`config.mk`:
```
export PLATFORM = sky130hd
export DESIGN_NAME = disp_mux4
export DESIGN_NICKNAME = d
export VERILOG_FILES = /design/src/rtl/disp_pkg.sv /design/src/rtl/disp_prescaler.sv /design/src/rtl/disp_mux4.sv
export SDC_FILE = /design/constraint.sdc
export NUM_CORES = 1
export LEC_CHECK = 0
export BUFFER_PORTS_ARGS = -buffer_cell sky130_fd_sc_hd__buf_2
export CELL_PAD_IN_SITES_DETAIL_PLACEMENT = 1
export CELL_PAD_IN_SITES_GLOBAL_PLACEMENT = 1
export CORE_MARGIN = 2
export CORE_UTILIZATION = 48
export DETAILED_ROUTE_END_ITERATION = 12
export PLACE_DENSITY_LB_ADDON = 0.08
export REMOVE_ABC_BUFFERS = 1
export SLEW_MARGIN = 5
export SYNTH_ARGS = -nofsm -noshare
export SYNTH_HDL_FRONTEND = slang
export SYNTH_SLANG_ARGS = --single-unit
```
`constraint.sdc`:
```
create_clock -name clk -period 4.9 [get_ports clk]
set_input_delay 0 -clock clk [delete_from_list [all_inputs] [get_ports clk]]
set_output_delay 0 -clock clk [all_outputs]
set_load 0.02 [all_outputs]
```
`src/rtl/disp_pkg.sv`:
```
// disp_pkg: shared constants and types for the 4-digit multiplexed display.
//   NUM_DIGITS    number of scanned digits
//   BCD_W         width of one BCD digit
//   BCD_BLANK     code driven on bcd_out for an invalid (>9) digit
//   digits_t      packed array of NUM_DIGITS BCD digits, [0] = rightmost
//   digit_idx_t   scan index type
package disp_pkg;

   localparam int NUM_DIGITS = 4;
   localparam int BCD_W      = 4;

   localparam logic [BCD_W-1:0] BCD_BLANK = 4'hF;
   localparam logic [BCD_W-1:0] BCD_MAX   = 4'd9;

   typedef logic [NUM_DIGITS-1:0][BCD_W-1:0] digits_t;
   typedef logic [$clog2(NUM_DIGITS)-1:0]    digit_idx_t;

   // Active-low one-hot anode pattern for the given digit slot.
   function automatic logic [NUM_DIGITS-1:0] an_onehot_low(input digit_idx_t idx);
      return ~(NUM_DIGITS'(1) << idx);
   endfunction

endpackage

```
`src/rtl/disp_prescaler.sv`:
```
// disp_prescaler: free-running modulo-DIV counter.
//   clk    system clock, rising edge
//   rst    synchronous active-high reset, clears the count
//   o_tick one-cycle pulse while the count equals DIV-1
module disp_prescaler #(
   parameter int unsigned DIV = 100000
) (
   input  logic clk,
   input  logic rst,
   output logic o_tick
);

   localparam int unsigned   CW   = (DIV > 1) ? $clog2(DIV) : 1;
   localparam logic [CW-1:0] LAST = CW'(DIV - 1);

   logic [CW-1:0] r_count;
   logic          w_last;

   assign w_last = (r_count == LAST);

   always_ff @(posedge clk) begin
      if (rst) begin
         r_count <= '0;
      end else if (w_last) begin
         r_count <= '0;
      end else begin
         r_count <= r_count + CW'(1);
      end
   end

   assign o_tick = w_last;

endmodule

```
`src/rtl/disp_mux4.sv`:
```
// disp_mux4: time-multiplexed driver for a 4-digit BCD display with shadow
// register, frame-synchronous commit and leading-zero blanking.
//   clk          system clock, rising edge
//   rst          synchronous active-high reset
//   load         strobe, captures digits_in/dp_in into the shadow register
//   digits_in    four BCD digits, [3:0] = digit0 (rightmost)
//   dp_in        decimal point request per digit, active-high
//   blank_lz     runtime leading-zero blanking enable
//   bcd_out      BCD code of the scanned digit (4'hF for an invalid digit)
//   an           anode enables, active-low, at most one low
//   dp_out       decimal point of the scanned digit, active-low
//   frame_start  one-cycle pulse when the scan index returns to digit0
//   pending      shadow holds data not yet committed to the active register
module disp_mux4
   import disp_pkg::*;
#(
   parameter int unsigned REFRESH_DIV = 100000,
   parameter int unsigned LZ_BLANK_EN = 1
) (
   input  logic                  clk,
   input  logic                  rst,
   input  logic                  load,
   input  logic [15:0]           digits_in,
   input  logic [NUM_DIGITS-1:0] dp_in,
   input  logic                  blank_lz,
   output logic [BCD_W-1:0]      bcd_out,
   output logic [NUM_DIGITS-1:0] an,
   output logic                  dp_out,
   output logic                  frame_start,
   output logic                  pending
);

   logic w_tick;

   disp_prescaler #(
      .DIV (REFRESH_DIV)
   ) u_prescaler (
      .clk    (clk),
      .rst    (rst),
      .o_tick (w_tick)
   );

   digits_t               r_shadow;
   digits_t               r_active;
   logic [NUM_DIGITS-1:0] r_shadow_dp;
   logic [NUM_DIGITS-1:0] r_active_dp;
   logic                  r_pending;
   digit_idx_t            r_idx;
   logic [NUM_DIGITS-1:0] r_an;
   logic [BCD_W-1:0]      r_bcd;
   logic                  r_dp;
   logic                  r_frame;

   logic                  w_lz_en;
   logic                  w_wrap;
   logic [BCD_W-1:0]      w_digit;
   logic                  w_invalid;
   logic [NUM_DIGITS-1:0] w_lz_blank;
   logic                  w_blank;
   logic [NUM_DIGITS-1:0] w_an_next;
   logic [BCD_W-1:0]      w_bcd_next;
   logic                  w_dp_next;

   assign w_lz_en = (LZ_BLANK_EN != 0) && blank_lz;
   assign w_wrap  = w_tick && (r_idx == digit_idx_t'(NUM_DIGITS - 1));

   // r_idx names the slot that the next tick puts on the display; after reset
   // the outputs stay dark and the first tick lights digit0. The tick that
   // shows digit3 moves the index back to 0, which is where shadow commits.
   always_comb begin
      w_digit   = r_active[r_idx];
      w_invalid = (w_digit > BCD_MAX);

      // A slot is a leading zero only if it and every higher slot are zero
      // with no decimal point; digit0 is always shown.
      w_lz_blank    = '0;
      w_lz_blank[3] = w_lz_en && (r_active[3] == '0) && !r_active_dp[3];
      w_lz_blank[2] = w_lz_blank[3] && (r_active[2] == '0) && !r_active_dp[2];
      w_lz_blank[1] = w_lz_blank[2] && (r_active[1] == '0) && !r_active_dp[1];

      w_blank    = w_invalid || w_lz_blank[r_idx];
      w_an_next  = w_blank ? '1 : an_onehot_low(r_idx);
      w_dp_next  = w_blank ? 1'b1 : ~r_active_dp[r_idx];
      w_bcd_next = w_invalid ? BCD_BLANK : w_digit;
   end

   always_ff @(posedge clk) begin
      if (rst) begin
         r_shadow    <= '0;
         r_active    <= '0;
         r_shadow_dp <= '0;
         r_active_dp <= '0;
         r_pending   <= 1'b0;
         r_idx       <= '0;
         r_an        <= '1;
         r_bcd       <= '0;
         r_dp        <= 1'b1;
         r_frame     <= 1'b0;
      end else begin
         r_frame <= w_wrap;

         if (w_tick) begin
            r_idx <= r_idx + digit_idx_t'(1);
            r_an  <= w_an_next;
            r_bcd <= w_bcd_next;
            r_dp  <= w_dp_next;
         end

         // Commit takes the pre-edge shadow, so a load on the wrap tick is
         // held back for the following frame.
         if (w_wrap) begin
            r_active    <= r_shadow;
            r_active_dp <= r_shadow_dp;
         end

         if (load) begin
            r_shadow    <= digits_in;
            r_shadow_dp <= dp_in;
            r_pending   <= 1'b1;
         end else if (w_wrap) begin
            r_pending <= 1'b0;
         end
      end
   end

   // Reset forces the display dark in the very cycle it is asserted, ahead
   // of the registers being cleared on the next edge.
   assign an          = rst ? '1   : r_an;
   assign dp_out      = rst ? 1'b1 : r_dp;
   assign bcd_out     = rst ? '0   : r_bcd;
   assign frame_start = r_frame & ~rst;
   assign pending     = r_pending;

endmodule

```
# Yosys cells after proc, flatten, opt, wreduce, memory -nomap -nowiden

Index checks and enable logic that the tools add are counted.

Reductions and logical operators: 16
Bitwise logic cells: 4
Order comparisons: 2
Shifts and indexed selects: 1
Multiplexer cells: 14
Add/sub/neg operators: 2
Eq/ne operators: 2

Operators by type and width:

| cell                  | number |
|---|---|
| $mux 4                | 5 |
| $add 17x1->17 const B | 1 |
| $eq 17x17->1 const B  | 1 |
| $logic_not 4->1       | 3 |
| $bmux 4 s2            | 1 |
| $logic_and 1x1->1     | 7 |
| $mux 1                | 6 |
| $bmux 1 s2            | 2 |
| $gt 4x4->1 const B    | 1 |
| $not 4->4             | 1 |
| $shl 1x2->4 const A   | 1 |
| $logic_not 1->1       | 3 |
| $lt 2x3->1 const B    | 1 |
| $add 2x1->2 const B   | 1 |
| $eq 2x2->1 const B    | 1 |
| $not 1->1             | 2 |
| $reduce_bool 2->1     | 1 |
| $reduce_or 2->1       | 1 |
| $and 1x1->1           | 1 |
| $logic_or 1x1->1      | 1 |

Word-level logic and storage cells: 58
Input port bits: 24
Output and inout port bits: 11
Register bits: 70

# Logic depth before layout (Yosys ltp)

Gate-level depths: netlist (run 1).

Depth in word-level cells: 11
Gate-level depth with buffers: 7
Depth with buffers taken out: 5

# Modules after synthesis

A second synthesis (run 1) with hierarchy kept.

Cell total of the unflattened synthesis: 327
Area total of the unflattened synthesis: 2982.9 µm²

Modules (own cells, without submodules):

| module         | area each (µm²) | cells each | times used |
|---|---|---|---|
| disp_mux4      | 2185.8          | 239        | 1 |
| disp_prescaler | 797.0           | 88         | 1 |

# Worst setup path before layout (run 1)

No wires, ideal clock.

Path kind: register to register
From: register r_idx[0]
To: register r_dp
Stages on the path, launching flop included: 6
Period minus slack after synthesis: 1646 ps
Library setup time: 114 ps
Path slack: 3254 ps
Arrival time: 1532 ps
Data required time: 4786 ps
Path buffers: 1
Path through: dfxtp_1 buf_4 mux4_2 o21ai_4 nand4_1 a21o_1

Longest elaborated chain between the ends: 5

Ends and longest elaborated chain:

| item                         | RTL line         | text |
|---|---|---|
| start, declared              | disp_mux4.sv:48  | `digit_idx_t r_idx;` |
| start signal, assigned       | disp_mux4.sv:103 | `r_idx <= r_idx + digit_idx_t'(1);` |
| $bmux 4 s2                   | disp_mux4.sv:71  | `w_digit = r_active[r_idx];` |
| $mux 4 (implied by the code) | disp_mux4.sv:71  |  |
| $gt 4x4->1                   | disp_mux4.sv:72  | `w_invalid = (w_digit > BCD_MAX);` |
| $logic_or 1x1->1             | disp_mux4.sv:81  | `w_blank = w_invalid \|\| w_lz_blank[r_idx];` |
| $mux 1 (*)                   | disp_mux4.sv:83  | `w_dp_next = w_blank ? 1'b1 : ~r_active_dp[r_idx];` |
| end signal, assigned         | disp_mux4.sv:106 | `r_dp <= w_dp_next;` |
| end, declared                | disp_mux4.sv:51  | `logic r_dp;` |

Mark *: on every way between the ends. The rest lies on a longest branch, timed or not. The select of a mux whose other input is x is not followed.
A chain may end at the register's enable or synchronous reset.

# Worst setup path after layout (run 1)

From: register r_idx[0]
To: register r_active_dp[2]

Longest elaborated chain between the ends: 2

Ends and longest elaborated chain:

| item                 | RTL line         | text |
|---|---|---|
| $eq 2x2->1           | disp_mux4.sv:65  | `assign w_wrap = w_tick && (r_idx == digit_idx_t'(NUM_DIGITS - 1));` |
| $logic_and 1x1->1    | disp_mux4.sv:65  |  |
| end signal, assigned | disp_mux4.sv:113 | `r_active_dp <= r_shadow_dp;` |
| end, declared        | disp_mux4.sv:46  | `logic [NUM_DIGITS-1:0] r_active_dp;` |

No other way between the ends.

==> impl_metrics.json, run 1 <==
{
  "crit_fanout": 23,
  "cp.arrival_ps": 2690,
  "setup-violations-final": 0,
  "worstSetupEndpointType": "flip-flop",
  "async_flop_share": 0,
  "fmax_mhz": 403.7,
  "pre_cts_ws_ps": 2445,
  "clkLatencyLatePin_ps": 350,
  "std_cell_rows": 29,
  "yosys_register_bits": 70,
  "via_per_inst": 5.695,
  "antenna_found_initial": 0,
  "criticalPathCategory": "flip-flop to flip-flop",
  "period_share": 0.5055,
  "initial_core_util": 0.4979,
  "final_max_slew_viol_count": 0,
  "final_common_cell": "dfxtp_1",
  "clockRootBuffer": "clkbuf_8",
  "power_uw": 1209,
  "worst_slew_pin_slew_ps": 1176,
  "cts_tree": "done",
  "finClkSkew_ps": 7.594,
  "yosysTopAreaCellShare": 0.4432,
  "hold_start": "rst",
  "hold_viol_final": 0,
  "synth-edff-count": 0,
  "drive_above_1_share": 0.1728,
  "whs_path_depth": 2,
  "power_density_mw_per_mm2": 325.8,
  "synthFlopType": "dfxtp_1",
  "crit_start": "r_idx[0]",
  "gp_congestion": 0.7784,
  "num_vias": 2614,
  "diodes": 0,
  "die_w_um": 85.16,
  "ys_warn_count": 0,
  "postCtsSetupBuffers": 0,
  "netlist_area_mm2": 0.003162,
  "die_h_um": 85.16,
  "drtIter0Drc": 122,
  "numCtsBuffers": 9,
  "drcViolationCount": 0,
  "reg2reg_depth": 4,
  "ir_drop_mv": 0.2005,
  "path_clk_slew_ps": 80,
  "area_growth_pct": 17.33,
  "clock-sinks": 70,
  "min_period_ps": 2477,
  "grt-ovfl-total": 0,
  "synth_largest_area_cell": "dfxtp_1",
  "ys_types": 44,
  "placed_area_mm2": 0.003274,
  "wl_per_cell_um": 16.64,
  "maxCapViolations": 0,
  "finalNetCount": 407,
  "grt_usage": 0.2270,
  "rr_startpoint": "r_idx[0]",
  "syn_area_per_cell_um2": 9.410,
  "p_leak_uw": 0.001393,
  "coreArea_mm2": 0.006350,
  "htreeDepth": 3,
  "max_slew_margin": 0.2155,
  "die-area_mm2": 0.007252,
  "final_area_mm2": 0.003710,
  "setup_ws_ps": 2423,
  "cp-start-kind": "flip-flop",
  "final_cell_mix": "dfxtp_1 (70), nor2_1 (38), a21oi_1 (34), buf_2 (34), nand4_1 (29)",
  "portBuffers": 34,
  "hpwl_mm": 4.847,
  "status": "completed",
  "grt_pass1_wl_mm": 13.14,
  "fin_tns_setup_ps": 0,
  "syn_inst": 336,
  "rsz0062_at_grt": "no",
  "io_pins": 35,
  "hold_class": "input pin to flip-flop",
  "grt_pass1_vias": 2704,
  "ys_top_cells_by_area": "dfxtp_1 (44%), mux2i_1 (6.3%), nand4_1 (5.7%), a21oi_1 (5.4%), nor2_1 (4.5%)",
  "grt_max_degree": 39,
  "drt_pass1_iterations": 4,
  "cts_buffer_depth": 2,
  "hold_ws_ps": 164.4,
  "ant_nets": 0,
  "crit_required_ps": 5110,
  "yosysSeqAreaShare": 0.4432,
  "wl_mm": 7.637
}
[critical path: stages (launching register included)]
cell	delay (ps)
dfxtp_1	600
ha_1	770
inv_1	550
o21ai_0	320
a21oi_1	90
[sequential cells by signal, indices dropped and copies added, names as in the netlist]
signal	cells
u_prescaler.r_count	17
r_active	16
r_shadow	16
r_active_dp	4
r_an	4
r_bcd	4
r_shadow_dp	4
r_idx	2
pending	1
r_dp	1
r_frame	1
[through the flow]
step | util | cells
after CTS | 0.5842 | 459
after detailed placement | 0.5157 | 424
after global routing | 0.5842 | 459
after global placement | 0.5157 | 424
after floorplan | - | 310
final | 0.5842 | 459
[cells in the mapped netlist, types with 2 or more instances]
master and number:
inv_1 6, nor2_1 38, xnor2_1 6, dfxtp_1 70, xor2_1 6, mux4_2 4
mux2i_1 20, o21ai_0 25, nand2b_1 2, ha_1 5, nor4_1 2, clkbuf_8 4
nand3_1 7, and3_1 2, buf_1 2, or3_1 4, buf_2 4, a41oi_1 4
nand4_1 29, nand2_1 6, nor3b_1 3, clkbuf_1 10, clkbuf_4 2, buf_6 3
a21oi_1 34, nor4b_1 2, and4b_1 2, nor2b_1 8, nor3_1 6, or2_2 5
and4_1 2
[logic make-up after synthesis]
family	synth area share
flops	0.4432
mux	0.1001
simple gates	0.2232
compound gates	0.1175
xor+xnor	0.03324
buf+inv	0.06292
fa+ha+maj	0.01979
[final timing paths]
path                     to  slack (ps)
min reg2reg        r_bcd[3]         450
max reg2reg  r_active_dp[2]        2420
max          r_active_dp[2]        2420
min             r_shadow[1]         160
[per-layer routing]
metal	GRT usage	up-vias	routed length, um
met5	0	-	0
met4	0.09091	0	131
met3	0.03599	11	287
met2	0.3700	43	3710
met1	0.3018	1257	3507
li1	-	1303	-
[cell type report]
cell class	count	area [um2]
Fill cell	730	2640
Multi-Input combinational cell	234	1562
Sequential cell	70	1401
Timing Repair Buffer	57	392.9
Clock buffer	9	123.9
Clock inverter	6	111.4
Tap cell	77	96.34
Inverter	6	22.52
[power by group]
part / internal [uW] / switching [uW] / total [uW]
Clock: 335 / 224 / 559
Sequential: 581 / 9.00 / 590
Combinational: 30.8 / 29.1 / 60.0
Total: 947 / 262 / 1210
[timing repair]
item	CTS	global route
hold endpoints to repair	20	0
hold buffers	20	0
resized for setup	0	0
Power figures use the tool's default switching activity.
==> inputs of run 2 (changes only) <==
CORE_UTILIZATION = 40   (was 48)
clock period = 2.2 ns   (was 4.9 ns; I/O delays follow)
==> run 2 against run 1 <==
Against the previous run:
- routed wire length grew 3.3%
- critical path type unchanged
- critical path depth increased by 1
- non-clock buffer count increased by 8
- clock skew down 0.68 ps
==> impl_metrics.json, run 2 (synthesized netlist as in run 1, its figures left out) <==
{
  "drtIter0Drc": 78,
  "path_clk_slew_ps": 70,
  "grt_usage": 0.1928,
  "maxCapViolations": 0,
  "cts_tree": "done",
  "cp-start-kind": "flip-flop",
  "antenna_found_initial": 0,
  "nFillCells": 945,
  "placed_area_mm2": 0.003366,
  "cp.arrival_ps": 2110,
  "std_cell_rows": 32,
  "diodes": 0,
  "setup_ws_ps": 345.3,
  "final_area_mm2": 0.003741,
  "io_pins": 35,
  "clkLatencyLatePin_ps": 340,
  "top_regs": "u_prescaler.r_count (17), r_active (16), r_shadow (16)",
  "seq_area_mm2": 0.001401,
  "status": "completed",
  "p_leak_uw": 0.001405,
  "hold_class": "input pin to flip-flop",
  "top_register": "u_prescaler.r_count",
  "wl_mm": 7.889,
  "grt_max_degree": 35,
  "die-area_mm2": 0.008631,
  "max_slew_margin": 0.5643,
  "finalNetCount": 415,
  "min_period_ps": 1855,
  "initial_core_util": 0.4113,
  "numCtsBuffers": 9,
  "clockRootBuffer": "clkbuf_8",
  "p_int_uw": 1829,
  "pre_cts_ws_ps": 383.0,
  "area_growth_pct": 18.32,
  "hpwl_mm": 5.201,
  "grt_pass1_vias": 2610,
  "fmax_mhz": 539.2,
  "clock-sinks": 70,
  "gp_congestion": 0.7798,
  "setup-violations-final": 0,
  "p_comb_frac": 0.058,
  "drcViolationCount": 0,
  "grt_pass1_wl_mm": 13.10,
  "via_per_inst": 5.415,
  "grt-ovfl-total": 0,
  "utilization": 0.4867,
  "worst_slew_pin_slew_ps": 653.6,
  "crit_fanout": 16,
  "final_max_slew_viol_count": 0,
  "htreeDepth": 3,
  "whs_path_depth": 2,
  "reg2reg_depth": 5,
  "criticalPathCategory": "flip-flop to flip-flop",
  "ir_drop_mv": 0.2869,
  "final_common_cell": "dfxtp_1",
  "die_w_um": 92.91,
  "p_switching_uw": 564.9,
  "rsz0062_at_grt": "no",
  "fin_tns_setup_ps": 0,
  "drive_above_1_share": 0.1872,
  "ant_nets": 0,
  "postCtsSetupBuffers": 0,
  "power_density_mw_per_mm2": 640.0,
  "hold_viol_final": 0,
  "finClkSkew_ps": 6.912,
  "final_cell_mix": "dfxtp_1 (70), nor2_1 (38), a21oi_1 (34), buf_2 (34), nand4_1 (29)",
  "drt_pass1_iterations": 4,
  "wl_per_cell_um": 16.03,
  "portBuffers": 34,
  "die_h_um": 92.91,
  "coreArea_mm2": 0.007687,
  "stdcell_count": 492,
  "sequentialPowerShare": 0.548,
  "multi_input_area_mm2": 0.001562,
  "num_vias": 2664,
  "period_share": 0.8430,
  "cts_resized": 0,
  "p_sw_frac": 0.2360,
  "dp_cells": 457,
  "worstSetupEndpointType": "flip-flop",
  "crit_required_ps": 2460,
  "clock_power_share": 0.394,
  "largest_register_ffs": 17,
  "cts_buffer_depth": 2
}
## run 2: cell count changes in the layout (fill, tap and decap cells not counted), sizes merged
cell	previous run	this run
buf	37	45
bufinv	3	0
clkbuf	9	12
clkinv	2	1
clkinvlp	1	2
## run 2: area by class of cell
type,count,share of cell area
well taps,102,0.03411
repair buffers,65,0.1211
multi-input cells,234,0.4174
flip-flops and latches,70,0.3746
inverters,6,0.006020
clock inverters,3,0.005351
clock buffers,12,0.04147
## run 2: path summary, 6_finish.rpt
check,from,end,slack [ps]
hold reg to reg,r_bcd[3],r_bcd[3],470
setup reg to reg,u_prescaler.r_count[12],r_active[8],350
setup / recovery,u_prescaler.r_count[12],r_active[8],350
hold / removal,rst,r_shadow[1],170
## run 2: worst max-delay path, cell delays in order, from the launching register on
cell,delay [ps]
dfxtp_1,370
or4b_4,560
nor3_4,250
buf_4,290
nand4_1,130
a21oi_1,190
## run 2: power by group through the flow
stage / sequential (uW) / combinational [uW] / clock, uW
finish: 1310 / 139 / 942
global route: 1320 / 155 / 1030
CTS: 1310 / 139 / 973
detailed placement: 1340 / 112 / 0
global placement: 1340 / 108 / 0
floorplan: 1340 / 46.5 / 0
## run 2: layer usage
metal / part of all wire / track usage
met1: 0.51 / 0.2633
met2: 0.45 / 0.3031
met3: 0.028 / 0.03336
met4: 0.015 / 0.07598
met5: 0 / 0
## run 2: timing repair
item	4_1_cts	5_1_grt
hold endpoints to repair	20	0
endpoints found under the setup margin	0	0
hold buffers	20	0
## run 2: metrics by stage
stage | total power (uW) | hold WS [ps]
after floorplan | 1384 | 69.07
after global placement | 1451 | 230.5
after detailed placement | 1455 | 244.3
after CTS | 2425 | 164.7
after global routing | 2506 | 207.8
final | 2394 | 172.8
